--- config.mk ---
export PLATFORM = sky130hd
export DESIGN_NAME = split_stream_flat
export DESIGN_NICKNAME = d
export VERILOG_FILES = /design/src/rtl/split_pkg.sv /design/src/rtl/split_stream_if.sv /design/src/rtl/split_bitmap.sv /design/src/rtl/split_stream.sv /design/src/flat_wrapper.sv
export SDC_FILE = /design/constraint.sdc
export NUM_CORES = 1
export LEC_CHECK = 0
export CAP_MARGIN = 20
export CORE_MARGIN = 1
export CORE_UTILIZATION = 50
export CTS_CLUSTER_SIZE = 8
export DETAILED_ROUTE_END_ITERATION = 10
export PLACE_DENSITY = 0.9
export SYNTH_ARGS = -nofsm -noshare
export SYNTH_HDL_FRONTEND = slang
export SYNTH_SLANG_ARGS = --single-unit
export TNS_END_PERCENT = 1
--- constraint.sdc ---
create_clock -name clk -period 3.3 [get_ports clk]
set_input_delay 0.66 -clock clk [delete_from_list [all_inputs] [get_ports clk]]
set_output_delay 0.66 -clock clk [all_outputs]
set_load 0.02 [all_outputs]
--- src/rtl/split_pkg.sv ---
// Shared definitions for the split_stream constraint loader: FSM state
// encoding and the default geometry of one solve.
package split_pkg;

  localparam int unsigned NUM_VARS_DEF = 30;
  localparam int unsigned MAX_W_DEF    = 32;
  localparam int unsigned IDX_W_DEF    = 5;

  typedef enum logic [1:0] {
    IDLE = 2'd0,
    LOAD = 2'd1,
    EVAL = 2'd2,
    DONE = 2'd3
  } state_e;

endpackage : split_pkg

--- src/rtl/split_stream_if.sv ---
// Variable-beat stream between a producer (master) and split_stream (slave).
interface split_stream_if
  import split_pkg::*;
#(
  parameter int unsigned MAX_W = MAX_W_DEF,
  parameter int unsigned IDX_W = IDX_W_DEF
);

  logic             in_valid;
  logic             in_ready;
  logic [IDX_W-1:0] in_idx;
  logic [MAX_W-1:0] in_data;

  modport master (
    output in_valid,
    output in_idx,
    output in_data,
    input  in_ready
  );

  modport slave (
    input  in_valid,
    input  in_idx,
    input  in_data,
    output in_ready
  );

endinterface : split_stream_if

--- src/rtl/split_bitmap.sv ---
// Loaded-variable bitmap for split_stream. Reports whether the presented
// index is already loaded and whether the bitmap is complete once the
// pending set (if any) lands. Out-of-range indices map to an empty mask.
module split_bitmap
  import split_pkg::*;
#(
  parameter int unsigned NUM_VARS = NUM_VARS_DEF,
  parameter int unsigned IDX_W    = IDX_W_DEF
) (
  input  logic             clk,
  input  logic             rst,
  input  logic             clr,
  input  logic             set_en,
  input  logic [IDX_W-1:0] idx,
  output logic             dup_hit_c,
  output logic             all_loaded_c
);

  logic [NUM_VARS-1:0] bitmap_q;
  logic [NUM_VARS-1:0] onehot_c;
  logic [NUM_VARS-1:0] pending_c;

  // One-hot of the presented index; shifts past the top give zero.
  always_comb begin
    onehot_c  = NUM_VARS'(1) << idx;
    pending_c = set_en ? onehot_c : '0;
  end

  assign dup_hit_c    = |(bitmap_q & onehot_c);
  assign all_loaded_c = &(bitmap_q | pending_c);

  // Bitmap register: cleared by a new solve, otherwise accumulates sets.
  always_ff @(posedge clk or posedge rst) begin
    if (rst) begin
      bitmap_q <= '0;
    end else if (clr) begin
      bitmap_q <= '0;
    end else if (set_en) begin
      bitmap_q <= bitmap_q | onehot_c;
    end
  end

endmodule : split_bitmap

--- src/rtl/split_stream.sv ---
// split_stream: collects NUM_VARS indexed variable words per solve, flags
// duplicate and out-of-range indices, and reports a constraint result two
// cycles after the final new variable is accepted.
// Optional feature macro: SPLIT_PARITY_CHK_EN -- when defined, x is the
// comparison of the running XOR of all accepted variable bits against
// PARITY_TARGET; when undefined, x is constantly 1 in DONE.
module split_stream
  import split_pkg::*;
#(
  parameter int unsigned NUM_VARS      = NUM_VARS_DEF,
  parameter int unsigned MAX_W         = MAX_W_DEF,
  parameter int unsigned IDX_W         = IDX_W_DEF,
  parameter logic        PARITY_TARGET = 1'b0
) (
  input  logic           clk,
  input  logic           rst,
  input  logic           start,
  split_stream_if.slave  bus,
  output logic           done_valid,
  output logic           x,
  output logic           err_dup,
  output logic           err_idx
);

  state_e           state_q;
  state_e           state_d;

  logic [IDX_W-1:0] idx_c;
  logic [MAX_W-1:0] data_c;
  logic             ready_c;
  logic             accept_c;
  logic             idx_ok_c;
  logic             dup_hit_c;
  logic             new_beat_c;
  logic             all_loaded_c;
  logic             pass_c;

  logic             done_d;
  logic             x_d;
  logic             err_dup_d;
  logic             err_idx_d;

  assign idx_c  = bus.in_idx;
  assign data_c = bus.in_data;

  // Beats are taken only while loading and never in a restart cycle.
  assign ready_c      = (state_q == LOAD) && !start;
  assign bus.in_ready = ready_c;

  // Beat classification: transfer, index range and first-time load.
  always_comb begin
    accept_c   = bus.in_valid && ready_c;
    idx_ok_c   = 32'(idx_c) < NUM_VARS;
    new_beat_c = accept_c && idx_ok_c && !dup_hit_c;
  end

  split_bitmap #(
    .NUM_VARS (NUM_VARS),
    .IDX_W    (IDX_W)
  ) u_bitmap (
    .clk          (clk),
    .rst          (rst),
    .clr          (start),
    .set_en       (new_beat_c),
    .idx          (idx_c),
    .dup_hit_c    (dup_hit_c),
    .all_loaded_c (all_loaded_c)
  );

`ifdef SPLIT_PARITY_CHK_EN
  logic par_q;

  // Running XOR of every bit of each newly loaded variable.
  always_ff @(posedge clk or posedge rst) begin
    if (rst) begin
      par_q <= 1'b0;
    end else if (start) begin
      par_q <= 1'b0;
    end else if (new_beat_c) begin
      par_q <= par_q ^ (^data_c);
    end
  end

  assign pass_c = (par_q == PARITY_TARGET);
`else
  logic unused_data_c;

  // Data and target do not influence the result without the parity check.
  assign unused_data_c = ^{data_c, PARITY_TARGET};
  assign pass_c        = 1'b1;
`endif

  // State register.
  always_ff @(posedge clk or posedge rst) begin
    if (rst) begin
      state_q <= IDLE;
    end else begin
      state_q <= state_d;
    end
  end

  // Next state and next registered outputs; start always opens a new solve.
  always_comb begin
    state_d   = state_q;
    done_d    = 1'b0;
    x_d       = 1'b0;
    err_dup_d = err_dup;
    err_idx_d = err_idx;

    unique case (state_q)
      IDLE: state_d = IDLE;
      LOAD: if (new_beat_c && all_loaded_c) state_d = EVAL;
      EVAL: state_d = DONE;
      DONE: state_d = DONE;
      default: state_d = IDLE;
    endcase

    if (start) begin
      state_d = LOAD;
    end

    done_d = (state_d == DONE);
    x_d    = done_d && pass_c;

    if (start) begin
      err_dup_d = 1'b0;
      err_idx_d = 1'b0;
    end else begin
      if (accept_c && idx_ok_c && dup_hit_c) err_dup_d = 1'b1;
      if (accept_c && !idx_ok_c)             err_idx_d = 1'b1;
    end
  end

  // Registered result and sticky error flags.
  always_ff @(posedge clk or posedge rst) begin
    if (rst) begin
      done_valid <= 1'b0;
      x          <= 1'b0;
      err_dup    <= 1'b0;
      err_idx    <= 1'b0;
    end else begin
      done_valid <= done_d;
      x          <= x_d;
      err_dup    <= err_dup_d;
      err_idx    <= err_idx_d;
    end
  end

endmodule : split_stream

--- src/flat_wrapper.sv ---
// flat-port wrapper written by rule: the top's interface ports become plain ports
module split_stream_flat import split_pkg::*;
#(
  parameter int unsigned NUM_VARS      = NUM_VARS_DEF,
  parameter int unsigned MAX_W         = MAX_W_DEF,
  parameter int unsigned IDX_W         = IDX_W_DEF,
  parameter logic        PARITY_TARGET = 1'b0
)
  (clk, rst, start, done_valid, x, err_dup, err_idx, bus_in_valid, bus_in_idx, bus_in_data, bus_in_ready);
  split_stream_if #(.MAX_W(MAX_W), .IDX_W(IDX_W)) bus_i ();
  input  logic clk;
  input  logic rst;
  input  logic start;
  output logic done_valid;
  output logic x;
  output logic err_dup;
  output logic err_idx;
  input wire logic [$bits(bus_i.in_valid)-1:0] bus_in_valid;
  input wire logic [$bits(bus_i.in_idx)-1:0] bus_in_idx;
  input wire logic [$bits(bus_i.in_data)-1:0] bus_in_data;
  output wire logic [$bits(bus_i.in_ready)-1:0] bus_in_ready;
  assign bus_i.in_valid = bus_in_valid;
  assign bus_i.in_idx = bus_in_idx;
  assign bus_i.in_data = bus_in_data;
  assign bus_in_ready = bus_i.in_ready;
  split_stream #(.NUM_VARS(NUM_VARS), .MAX_W(MAX_W), .IDX_W(IDX_W), .PARITY_TARGET(PARITY_TARGET)) u_core (.clk(clk), .rst(rst), .start(start), .bus(bus_i), .done_valid(done_valid), .x(x), .err_dup(err_dup), .err_idx(err_idx));
endmodule
# [Yosys cells after proc, flatten, opt, wreduce, memory -nomap -nowiden]
# Cells that the tools add are included.
[totals] input_bits=41 ff_bits=35 elab_cells=41
[op_classes] n_mux=10 n_reduce_logical=17 shift=1 eq_ne=4 bitwise=3 magnitude_cmp=1
[op_table] cell="$mux 30" count=3
[op_table] cell="$or 30x30->30" count=2
[op_table] cell="$and 30x30->30" count=1
[op_table] cell="$reduce_and 30->1" count=1
[op_table] cell="$reduce_or 30->1" count=1
[op_table] cell="$shl 1x5->30 const A" count=1
[op_table] cell="$logic_and 1x1->1" count=7
[op_table] cell="$eq 2x2->1 const B" count=3
[op_table] cell="$pmux 2 s3" count=1
[op_table] cell="$reduce_bool 2->1" count=3
[op_table] cell="$lt 5x5->1 const B" count=1
[op_table] cell="$mux 1" count=4
[op_table] cell="$mux 2" count=2
[op_table] cell="$logic_not 1->1" count=3
[op_table] cell="$eq 2x1->1 const B" count=1
[op_table] cell="$logic_not 2->1" count=1
[op_table] cell="$reduce_or 2->1" count=1

# [Longest topological paths before layout]
[logic_depth] depth_word=13 ltp_mapped=11 ltp_nobuf=8

# [Hierarchy]
# From an unflattened synthesis, not the netlist that was laid out.
[hier_totals] hier_cells=196 hier_area_um2=1820.5
[by_module_without_submodules] mod="split_bitmap" n_inst=1 seq_area_each_um2=750.7 area_per_inst_um2=1587.8 cells_each=173
[by_module_without_submodules] mod="split_stream" n_inst=1 seq_area_each_um2=125.1 area_per_inst_um2=232.7 cells_each=23

# [Least setup slack after synthesis]
# No wires, ideal clock.
[synth_path] kind="in2reg" from="in bus_in_idx[1]" to="reg u_core.state_q[0]" n_path_buf=2 stages=10 arrival_ns=2.571 setup_time_ns=0.137 path_slack_ns=0.592 required_time_ns=3.163 cell_sequence="buf_6 -> mux2_4 -> a32o_1 -> nor4_1 -> buf_4 -> nand2_2 -> nor3b_2 -> a21oi_1 -> nor4_1 -> a31oi_1"
[synth_via] elab_chain_len=12
[synth_lines] element="start, declared" line="flat_wrapper.sv:19" source="input wire logic [$bits(bus_i.in_idx)-1:0] bus_in_idx;"
[synth_lines] element="$shl 1x5->30" line="split_bitmap.sv:25" source="onehot_c = NUM_VARS'(1) << idx;"
[synth_lines] element="$and 30x30->30" line="split_bitmap.sv:29" source="assign dup_hit_c = |(bitmap_q & onehot_c);"
[synth_lines] element="$reduce_or 30->1" line="split_bitmap.sv:29"
[synth_lines] element="$logic_not 1->1" line="split_stream.sv:54" source="new_beat_c = accept_c && idx_ok_c && !dup_hit_c;"
[synth_lines] element="$logic_and 1x1->1" line="split_stream.sv:54"
[synth_lines] element="$mux 30" line="split_bitmap.sv:26" source="pending_c = set_en ? onehot_c : '0;"
[synth_lines] element="$or 30x30->30" line="split_bitmap.sv:30" source="assign all_loaded_c = &(bitmap_q | pending_c);"
[synth_lines] element="$reduce_and 30->1" line="split_bitmap.sv:30"
[synth_lines] element="$logic_and 1x1->1 *" line="split_stream.sv:112" source="LOAD: if (new_beat_c && all_loaded_c) state_d = EVAL;"
[synth_lines] element="$mux 2 *" line="split_stream.sv:112"
[synth_lines] element="$pmux 2 s3 *" line="split_stream.sv:110" source="unique case (state_q)"
[synth_lines] element="$mux 2 *" line="split_stream.sv:118" source="if (start) begin"
[synth_lines] element="via u_core.state_d[0]" line="split_stream.sv:26" source="state_e state_d;"
[synth_lines] element="end signal, assigned" line="split_stream.sv:98" source="state_q <= state_d;"
[synth_lines] element="end, declared" line="split_stream.sv:25" source="state_e state_q;"
# The timed path passes the listed nets; every way through them passes the cells marked *.
# A chain may end at the register's enable or synchronous reset.

# [Worst setup path in the final report]
[layout_path] from="in bus_in_idx[0]" to="reg u_core.state_q[0]"
# The elaborated chain is that of the path after synthesis.

==> metrics.txt <==
f_max=317.6 MHz; DR iter-0 viols=237; endpoint type of the worst setup path=register; post-route cell area=0.002571 mm²; Post-CTS Hold Buffers=0; antenna violations before repair=0; CP Launch Type=primary input; register area=875.8 µm²; Peak supply drop=0.2308 mV; post-synthesis compound-gate area fraction=17.27%; Clock Path Buffers=2; r2r worst-path depth=9; DR vias=1940; reg2reg end=u_core.state_q[0]$_DFF_PP0_; CTS root buf=clkbuf_8; Area after DPL=0.002400 mm²; largest net degree at the start of global routing=38; drt total wl=5495 µm; Sink Count=35; diode count=0; post-route setup slack=0.1516 ns; CTS tree=done; simple-gate portion of the synthesized area=28.27%; commonest non-fill, non-tap cell in the layout=buf_4; Slew @ Worst Pin=0.4996 ns; clk_lat worst skew=0.30 ns; clk slew on worst S/H paths=0.07 ns; worst flop-to-flop path startpoint=u_core.u_bitmap.bitmap_q[21]$_DFFE_PP0P_; max_slew headroom=66.39%; TritonRoute pass-1 iters=6; setup slack at placement=-0.2878 ns; gpl congestion=0.9729; crit path max fanout=7; core footprint=0.003716 mm²; crit path kind=primary input to register; vias in the first global route=1874; TritonCTS Buffers=5; hpwl dp=3853 µm; Antenna Nets Post-Route=0; Post-synth ARST share=100.0%; Post-CTS Setup Bufs=0; Netlist Area Pre-Place=0.001978 mm²; RSZ-0062 raised after global routing=no; Yosys reg bits=35; Hold Crit Class=register to register; H-tree depth=2; R2R setup slack=0.73 ns; most frequent cells in the layout=buf_4 (43), nor2_1 (40), dfrtp_1 (35); share of cells above drive strength 1=24.81%; Pwr Density=372.8 mW/mm²; gr ovfl total=0; Worst Min Path Start=u_core.err_dup$_DFFE_PP0P_; Hold Path Sink=u_core.err_dup$_DFFE_PP0P_; Die Ht=64.90 µm; ys flop type=dfrtp_1; Rows=22; fin crit share=95.41%; Fillers=271; Total Power=958.6 µW; unique cell type count in the Yosys netlist=47; Avg Synthesized Cell Area=9.074 µm²; Syn. warnings=0; area delta synth->final=29.98%; syn_nets=259; total of max-cap violations=0; Post-Synth XOR/XNOR Area=0%; WL per Instance=17.50 µm; vias per std cell=6.178; largest family of logic cells by synthesized area=simple AND/OR/NAND/NOR gates; chip width=64.90 µm; first-pass GRT wire length=8666 µm; outcome=completed; Buffers on Ports=13; DRC viols=0; count of mapped cells out of synthesis=218; Initial Utilization=53.23%; register area share after synthesis=44.28%; EDFF count, synth=0; Slew Limit Fails=0; arrival time worst endpoint=3.32 ns; Setup Viol. Count Final=0; final hold vios=0; Synth Area in Adders=0%; # IOs=46; GR Util All Layers=27.88%; mux cell area share after synthesis=4.428%; Worst Skew=0.01010 ns; die area=0.004212 mm²; Multi-input gate area=0.001036 mm²; LEAKAGE=1.169 nW; CP required=3.47 ns; Final nets=306; WHS Path Cells=2; fin crit period=3.148 ns
[through the flow]
stage | hold slack, ns | TNS (ns) | instances | utilization (%)
floorplan | 0.4687 | 0 | 218 | -
global placement | 0.4863 | -0.3262 | 306 | 64.58
detailed placement | 0.5028 | -0.6650 | 306 | 64.58
CTS | 0.5148 | 0 | 314 | 68.01
global route | 0.5333 | 0 | 314 | 69.19
finish | 0.5112 | 0 | 314 | 69.19
[worst max-delay path by stage]
stage,cells past startpoint,end,from,slack (ns)
floorplan,10,u_core.state_q[0]$_DFF_PP0_,bus_in_idx[1],0.59
global placement,11,u_core.state_q[0]$_DFF_PP0_,bus_in_idx[1],-0.17
detailed placement,11,u_core.state_q[0]$_DFF_PP0_,bus_in_idx[1],-0.29
CTS,10,u_core.state_q[0]$_DFF_PP0_,bus_in_idx[1],0.07
global route,10,u_core.state_q[0]$_DFF_PP0_,bus_in_idx[0],0.006
finish,10,u_core.state_q[0]$_DFF_PP0_,bus_in_idx[0],0.15
[power by group]
part | switching [mW] | internal, mW | total [mW]
clock | 0.169 | 0.248 | 0.418
sequential | 0.00180 | 0.431 | 0.433
combinational | 0.0637 | 0.0439 | 0.108
[routing by layer]
| layer | wire length, µm | part of all wire (%) | GRT usage, % | up-vias |
|---|---|---|---|---|
| met5 | 0 | 0 | 0 | - |
| met4 | 199 | 3.6 | 18.61 | 0 |
| met3 | 382 | 7.0 | 4.930 | 22 |
| met2 | 2702 | 49 | 45.70 | 101 |
| met1 | 2210 | 40 | 33.15 | 922 |
| li1 | - | - | - | 895 |
[worst max-delay path, stage by stage]
cell             delay (ns)
clkdlybuf4s50_1        0.58
buf_4                  0.21
mux2i_1                0.24
o22ai_1                0.17
nor4_2                 0.31
and2_1                 0.21
a21oi_1                0.10
or4_4                  0.56
nor4_4                 0.17
a31oi_1                0.11
[registers in the layout (all words and copies together) (netlist names)]
| name | flops |
|---|---|
| u_core.done_valid | 1 |
| u_core.err_dup | 1 |
| u_core.err_idx | 1 |
| u_core.state_q | 2 |
| u_core.u_bitmap.bitmap_q | 30 |
[cells by family (layout without fill, tap and decap cells)]
kind of cell | count (synthesis) | in the layout
flops | 35 | 35
simple gates | 101 | 101
compound gates | 52 | 52
buf+inv | 22 | 70
mux | 8 | 8
[what timing repair did]
item                       4_1_cts  5_1_grt
gates resized for setup          1        9
pin swaps                        0        5
hold endpoints to repair         0        0
setup endpoints to repair        1        2
[area by class of cell]
| type | instances | share of cell area, % |
|---|---|---|
| multi-input combinational | 161 | 40.29 |
| sequential | 35 | 34.06 |
| timing repair buffer | 56 | 17.71 |
| clock buffer | 6 | 3.212 |
| tap | 48 | 2.336 |
| clock inverter | 2 | 1.509 |
| inverter | 6 | 0.8759 |
[Yosys cell counts, types with 3 or more instances]
| master | count | area, µm² |
|---|---|---|
| a31oi_1 | 14 | 87.58 |
| nor2b_1 | 3 | 18.77 |
| buf_2 | 4 | 20.02 |
| clkbuf_1 | 6 | 22.52 |
| nand3_1 | 4 | 20.02 |
| nor3b_1 | 4 | 30.03 |
| and3_1 | 5 | 31.28 |
| nor2_1 | 40 | 150.1 |
| nand2b_1 | 4 | 25.02 |
| mux2i_1 | 5 | 50.05 |
| nor4_2 | 3 | 37.54 |
| inv_1 | 6 | 22.52 |
| dfrtp_1 | 35 | 875.8 |
| a41oi_1 | 4 | 35.03 |
| nor4_1 | 8 | 50.05 |
| nand2_1 | 7 | 26.28 |
| nor3_1 | 8 | 40.04 |
| a21oi_1 | 18 | 90.09 |
| buf_4 | 5 | 37.54 |
Note: power is estimated with default switching activity, not from simulation.
